==> src/rtl/cdb_pkg.sv <==
// Shared definitions for the common-data-bus arbiter slice: default widths,
// execution-unit source indices and the broadcast bus record.
package cdb_pkg;

    localparam int CDB_N_SRC  = 3;
    localparam int CDB_TAG_W  = 4;
    localparam int CDB_DATA_W = 32;

    localparam int SRC_ADD = 0;
    localparam int SRC_MUL = 1;
    localparam int SRC_DIV = 2;

    typedef struct packed {
        logic                  valid;
        logic [CDB_TAG_W-1:0]  tag;
        logic [CDB_DATA_W-1:0] data;
    } cdb_bus_t;

    // Width of a pointer that can index n sources (at least one bit).
    function automatic int ptrWidth(input int n);
        return (n > 1) ? $clog2(n) : 1;
    endfunction

endpackage

==> src/rtl/cdb_rr_arb.sv <==
// Combinational arbiter: scans the request vector starting at ptr_i and
// wrapping around, granting the first requester found (one-hot grant).
// Tying ptr_i to zero turns it into a fixed lowest-index-first arbiter.
module cdb_rr_arb
    import cdb_pkg::*;
#(
    parameter  int N  = CDB_N_SRC,
    localparam int PW = ptrWidth(N)
) (
    input  logic [N-1:0]  req_i,
    input  logic [PW-1:0] ptr_i,
    output logic [N-1:0]  grant_o
);

    int   idx;
    logic found;

    // Walk the sources in rotated order and grant the first pending one.
    always_comb begin
        grant_o = '0;
        found   = 1'b0;
        idx     = 0;
        for (int k = 0; k < N; k++) begin
            idx = (int'(ptr_i) + k) % N;
            if (!found && req_i[idx]) begin
                grant_o[idx] = 1'b1;
                found        = 1'b1;
            end
        end
    end

endmodule

==> src/rtl/cdb_arbiter.sv <==
// Common-data-bus arbiter: each execution unit parks one result in a holding
// slot; one slot per cycle is chosen and broadcast on the registered CDB.
// Define CDB_RR_ARB_EN for round-robin arbitration; otherwise fixed priority
// with source 0 highest and no pointer register.
module cdb_arbiter
    import cdb_pkg::*;
#(
    parameter int N_SRC  = CDB_N_SRC,
    parameter int TAG_W  = CDB_TAG_W,
    parameter int DATA_W = CDB_DATA_W
) (
    input  logic                    clk,
    input  logic                    rst,
    input  logic                    flush,
    input  logic [N_SRC-1:0]        src_valid,
    output logic [N_SRC-1:0]        src_ready,
    input  logic [N_SRC*TAG_W-1:0]  src_tag,
    input  logic [N_SRC*DATA_W-1:0] src_data,
    output logic                    cdb_valid,
    output logic [TAG_W-1:0]        cdb_tag,
    output logic [DATA_W-1:0]       cdb_data
);

    localparam int PW = ptrWidth(N_SRC);

    logic [N_SRC-1:0]  holdValid_q, holdValid_d;
    logic [TAG_W-1:0]  holdTag_q  [N_SRC];
    logic [TAG_W-1:0]  holdTag_d  [N_SRC];
    logic [DATA_W-1:0] holdData_q [N_SRC];
    logic [DATA_W-1:0] holdData_d [N_SRC];

    logic              cdbValid_q, cdbValid_d;
    logic [TAG_W-1:0]  cdbTag_q,   cdbTag_d;
    logic [DATA_W-1:0] cdbData_q,  cdbData_d;

    logic [N_SRC-1:0]  grant;
    logic [N_SRC-1:0]  xfer;
    logic [PW-1:0]     arbPtr;

`ifdef CDB_RR_ARB_EN
    logic [PW-1:0]     rrPtr_q, rrPtr_d;
    assign arbPtr = rrPtr_q;
`else
    assign arbPtr = '0;
`endif

    cdb_rr_arb #(
        .N (N_SRC)
    ) u_arb (
        .req_i   (holdValid_q),
        .ptr_i   (arbPtr),
        .grant_o (grant)
    );

    // A slot can accept when empty or when it is draining this cycle.
    assign src_ready = (rst || flush) ? '0 : (~holdValid_q | grant);
    assign xfer      = src_valid & src_ready;

    // Next state: slots drain on grant and load on transfer; the granted slot
    // is copied onto the bus; flush squashes both slots and broadcast.
    always_comb begin
        holdValid_d = (holdValid_q & ~grant) | xfer;
        if (flush) begin
            holdValid_d = '0;
        end
        for (int i = 0; i < N_SRC; i++) begin
            holdTag_d[i]  = xfer[i] ? src_tag[i*TAG_W +: TAG_W]    : holdTag_q[i];
            holdData_d[i] = xfer[i] ? src_data[i*DATA_W +: DATA_W] : holdData_q[i];
        end
        cdbValid_d = 1'b0;
        cdbTag_d   = cdbTag_q;
        cdbData_d  = cdbData_q;
`ifdef CDB_RR_ARB_EN
        rrPtr_d    = rrPtr_q;
`endif
        for (int i = 0; i < N_SRC; i++) begin
            if (grant[i] && !flush) begin
                cdbValid_d = 1'b1;
                cdbTag_d   = holdTag_q[i];
                cdbData_d  = holdData_q[i];
`ifdef CDB_RR_ARB_EN
                rrPtr_d    = PW'((i + 1) % N_SRC);
`endif
            end
        end
    end

    // State registers with asynchronous reset clearing everything.
    always_ff @(posedge clk or posedge rst) begin
        if (rst) begin
            holdValid_q <= '0;
            for (int i = 0; i < N_SRC; i++) begin
                holdTag_q[i]  <= '0;
                holdData_q[i] <= '0;
            end
            cdbValid_q <= 1'b0;
            cdbTag_q   <= '0;
            cdbData_q  <= '0;
`ifdef CDB_RR_ARB_EN
            rrPtr_q    <= '0;
`endif
        end else begin
            holdValid_q <= holdValid_d;
            for (int i = 0; i < N_SRC; i++) begin
                holdTag_q[i]  <= holdTag_d[i];
                holdData_q[i] <= holdData_d[i];
            end
            cdbValid_q <= cdbValid_d;
            cdbTag_q   <= cdbTag_d;
            cdbData_q  <= cdbData_d;
`ifdef CDB_RR_ARB_EN
            rrPtr_q    <= rrPtr_d;
`endif
        end
    end

    assign cdb_valid = cdbValid_q;
    assign cdb_tag   = cdbTag_q;
    assign cdb_data  = cdbData_q;

endmodule

==> config.mk <==
export PLATFORM = sky130hd
export DESIGN_NAME = cdb_arbiter
export DESIGN_NICKNAME = d
export VERILOG_FILES = /design/src/rtl/cdb_pkg.sv /design/src/rtl/cdb_rr_arb.sv /design/src/rtl/cdb_arbiter.sv
export SDC_FILE = /design/constraint.sdc
export NUM_CORES = 1
export LEC_CHECK = 0
export ABC_AREA = 1
export CAP_MARGIN = 20
export CORE_MARGIN = 2
export CORE_UTILIZATION = 50
export CTS_CLUSTER_SIZE = 28
export DETAILED_ROUTE_END_ITERATION = 10
export PLACE_DENSITY = 0.91
export SYNTH_ARGS = -nofsm -noshare
export SYNTH_HDL_FRONTEND = slang
export SYNTH_SLANG_ARGS = --single-unit
==> constraint.sdc <==
create_clock -name clk -period 14.85 [get_ports clk]
set_input_delay 2.2275 -clock clk [delete_from_list [all_inputs] [get_ports clk]]
set_output_delay 2.2275 -clock clk [all_outputs]
set_load 0.01 [all_outputs]
==> run_results.csv <==
group,metric,value,unit
finish,diodes,0,
route,first_iter_violations,618,
global_route,grt_pass1_vias,6270,
yosys,syn_area,0.00683,mm2
timing,max_slew_margin,39.8,%
worst_setup_path,reg2regPathDepth,6,
timing,worstMarginPinSlew,901,ps
worst_setup_path,crit_path_max_fanout,38,
finish,fin_nets,1076,
cts,cts_setup_buffers,0,
timing,setup_violations,0,
worst_setup_path,cp-end-kind,"output port",
die,row_count,42,
cts,cts_root_buf,"clkbuf_16",
place,gp_congestion,0.769,
yosys,synth-async-reset-ratio,100,%
yosys,synth_edf_count,0,
place,placed_area,0.00817,mm2
power_and_ir_drop,p_sw,0.317,mW
global_route,grt_pass1_wl,30.7,mm
hold_path,whs_endpoint,"holdData_q[47]",
yosys,ys_types,21,
yosys,ys_warn_count,0,
power_and_ir_drop,p_per_area,140,mW/mm2
die,die_width,121,um
yosys,synth_top_area_cell,"dfrtp_1",
yosys,synth_top_family_by_area,"simple AND/OR/NAND/NOR gates",
timing,fin_skew,6.45,ps
worst_setup_path,required,12620,ps
place,port_buffers,153,
cts,cts-resized-gates,0,
cts,clk_latency,410,ps
yosys,synth_nets,955,
worst_setup_path,crit_arrival,4300,ps
worst_setup_path,r2r-start,"holdValid_q[1]",
place,dp_hpwl,11.1,mm
power_and_ir_drop,peakVddDrop,0.0000890,V
timing,max_freq,153,MHz
route,drt_wl_total,18.5,mm
cts,cts_tree,"done",
hold_path,min-delay-start,"holdData_q[47]",
cts,cts.path.max_buffers,2,
power_and_ir_drop,p_sw_share,25.4,%
route,drc,0,
yosys,yosysSeqAreaShare,54.2,%
route,wl_per_cell,16.1,um
timing,hold_viol_final,0,
yosys,synth_cells,841,
outcome,status,"completed",
run,cap_violations,0,
route,via_per_inst,5.33,
yosys,synth_adder_area_share,0,%
cts,hold_buffers,0,
yosys,synth.area.mux_share,0,%
cts,clkSlewWorstSetupHoldPaths,60,ps
hold_path,hold_path_depth,2,
die,dieHeight,121,um
finish,syn2layout_area_growth,29.9,%
global_route,antenna_found_initial,0,
finish,post-route-util,66.8,%
yosys,synth_xor_xnor_area_share,0,%
cts,htree_levels,4,
worst_setup_path,critPathKind,"primary input to output port",
power_and_ir_drop,total_leakage_power,4.58,nW
global_route,track_usage,27.1,%
die,ioPinCount,154,
yosys,avgSynthCellArea,8.12,um2
global_route,gr-total-overflow,0,
power_and_ir_drop,power,1.25,mW
route,firstDrtPassIters,7,
die,initial_core_util,51.4,%
global_route,grt_max_degree,82,
route,vias,6138,
yosys,ys_top_cells_by_area,"dfrtp_1 54%, nand2_1 22%, nand3_1 7.9%",
power_and_ir_drop,pwr-share-comb,18.1,%
timing,fin_crit_sh,44.0,%
yosys,synth-simple-area-share,38.7,%
finish,final_area,0.00887,mm2
yosys,netlist_top_cells_count,"402 x nand2_1, 148 x dfrtp_1, 108 x nand3_1",
timing,rsz0062_at_grt,"no",
worst_setup_path,start_kind,"primary input",
cts,cts_buffers,17,
power_and_ir_drop,p_int,0.930,mW
yosys,ys.flop_type,"dfrtp_1",
timing,fin_setup_tns,0,ps
yosys,synth.most_common_cell,"nand2_1",
yosys,synth_top_area_share,54.2,%
cts,cts_sinks,148,
power_and_ir_drop,clkPwrFrac,39.9,%
timing,slew_viol_final,0,
yosys,ys_ff_latch,148,
timing,min_period,6530,ps
die,dieArea,0.0146,mm2
route,final_antenna_net_count,0,
power_and_ir_drop,power.share.sequential,42.0,%
finish,drive_gt1_share,4.92,%
hold_path,hp-class,"flop to flop",
worst_setup_path,r2r_slack,12440,ps
die,coreArea,0.0133,mm2
yosys,synth-compound-area-share,0.183,%
worst_setup_path,r2r_end,"holdData_q[33]",
kinds of logic after synthesis:
| logic type | Yosys count |
|---|---|
| AO/OA/AOI/OAI | 2 |
| buffers and inverters | 64 |
| flip-flops | 148 |
| AND/OR/NAND/NOR | 627 |
per-stage QoR:
step	instances	hold WS [ps]	setup WS, ps
detailed placement	1118	459	8330
global route	1151	489	8260
floorplan	841	442	8640
CTS	1150	473	8330
global placement	1118	454	8360
finish	1151	471	8320
cells in the final DEF, fill, tap and decap left out, types with 2 or more instances in the layout:
cell	n
nand2_1	402
clkdlybuf4s50_1	151
dfrtp_1	147
nand3_1	108
nor2_1	72
nand4_1	36
clkbuf_16	17
bufinv_16	7
clkbuf_1	5
inv_1	4
inv_2	3
nand2_2	3
buf_4	3
nor2_4	2
nand3_4	2
buf_2	2
how the worst max path moves through the flow:
| stage | slack [ps] | endpoint | cells after the start | from |
|---|---|---|---|---|
| floorplan | 8640 | cdb_data[0] | 1 | rst |
| global placement | 8360 | src_ready[1] | 5 | rst |
| detailed placement | 8330 | src_ready[1] | 5 | rst |
| CTS | 8330 | src_ready[1] | 5 | rst |
| global route | 8260 | src_ready[1] | 5 | rst |
| finish | 8320 | src_ready[1] | 5 | rst |
layout make-up:
cell class	count	area (um2)
Clock buffer	23	458
Clock inverter	9	224
Fill cell	1015	4420
Inverter	9	41.3
Multi-Input combinational cell	629	2660
Sequential cell	148	3700
Tap cell	176	220
Timing Repair Buffer	157	1570
flip-flops by register name, summed over array words and instances (netlist names):
register     cells
cdb_valid        1
cdb_tag          4
cdb_data        32
holdTag_q       12
holdData_q      96
holdValid_q      3
routing by layer:
metal	share of wire (%)	global-route usage, %	vias up
met5	0	0	-
met2	51	45.3	281
met3	6.6	5.78	19
met1	42	35.3	2919
met4	1.1	8.65	0
li1	-	-	2919
power by group through the flow:
stage	sequential (mW)	clock, mW	combinational, mW
finish	0.524	0.497	0.226
global route	0.532	0.520	0.254
CTS	0.522	0.504	0.227
detailed placement	0.528	0	0.224
global placement	0.524	0	0.216
floorplan	0.530	0	0.109
worst max-delay path, stage by stage:
cell,delay (ps)
clkdlybuf4s50_1,520
nor2_4,250
nand2_1,90
inv_2,520
clkdlybuf4s50_1,670
No activity file was read; power rests on OpenSTA's default activity.
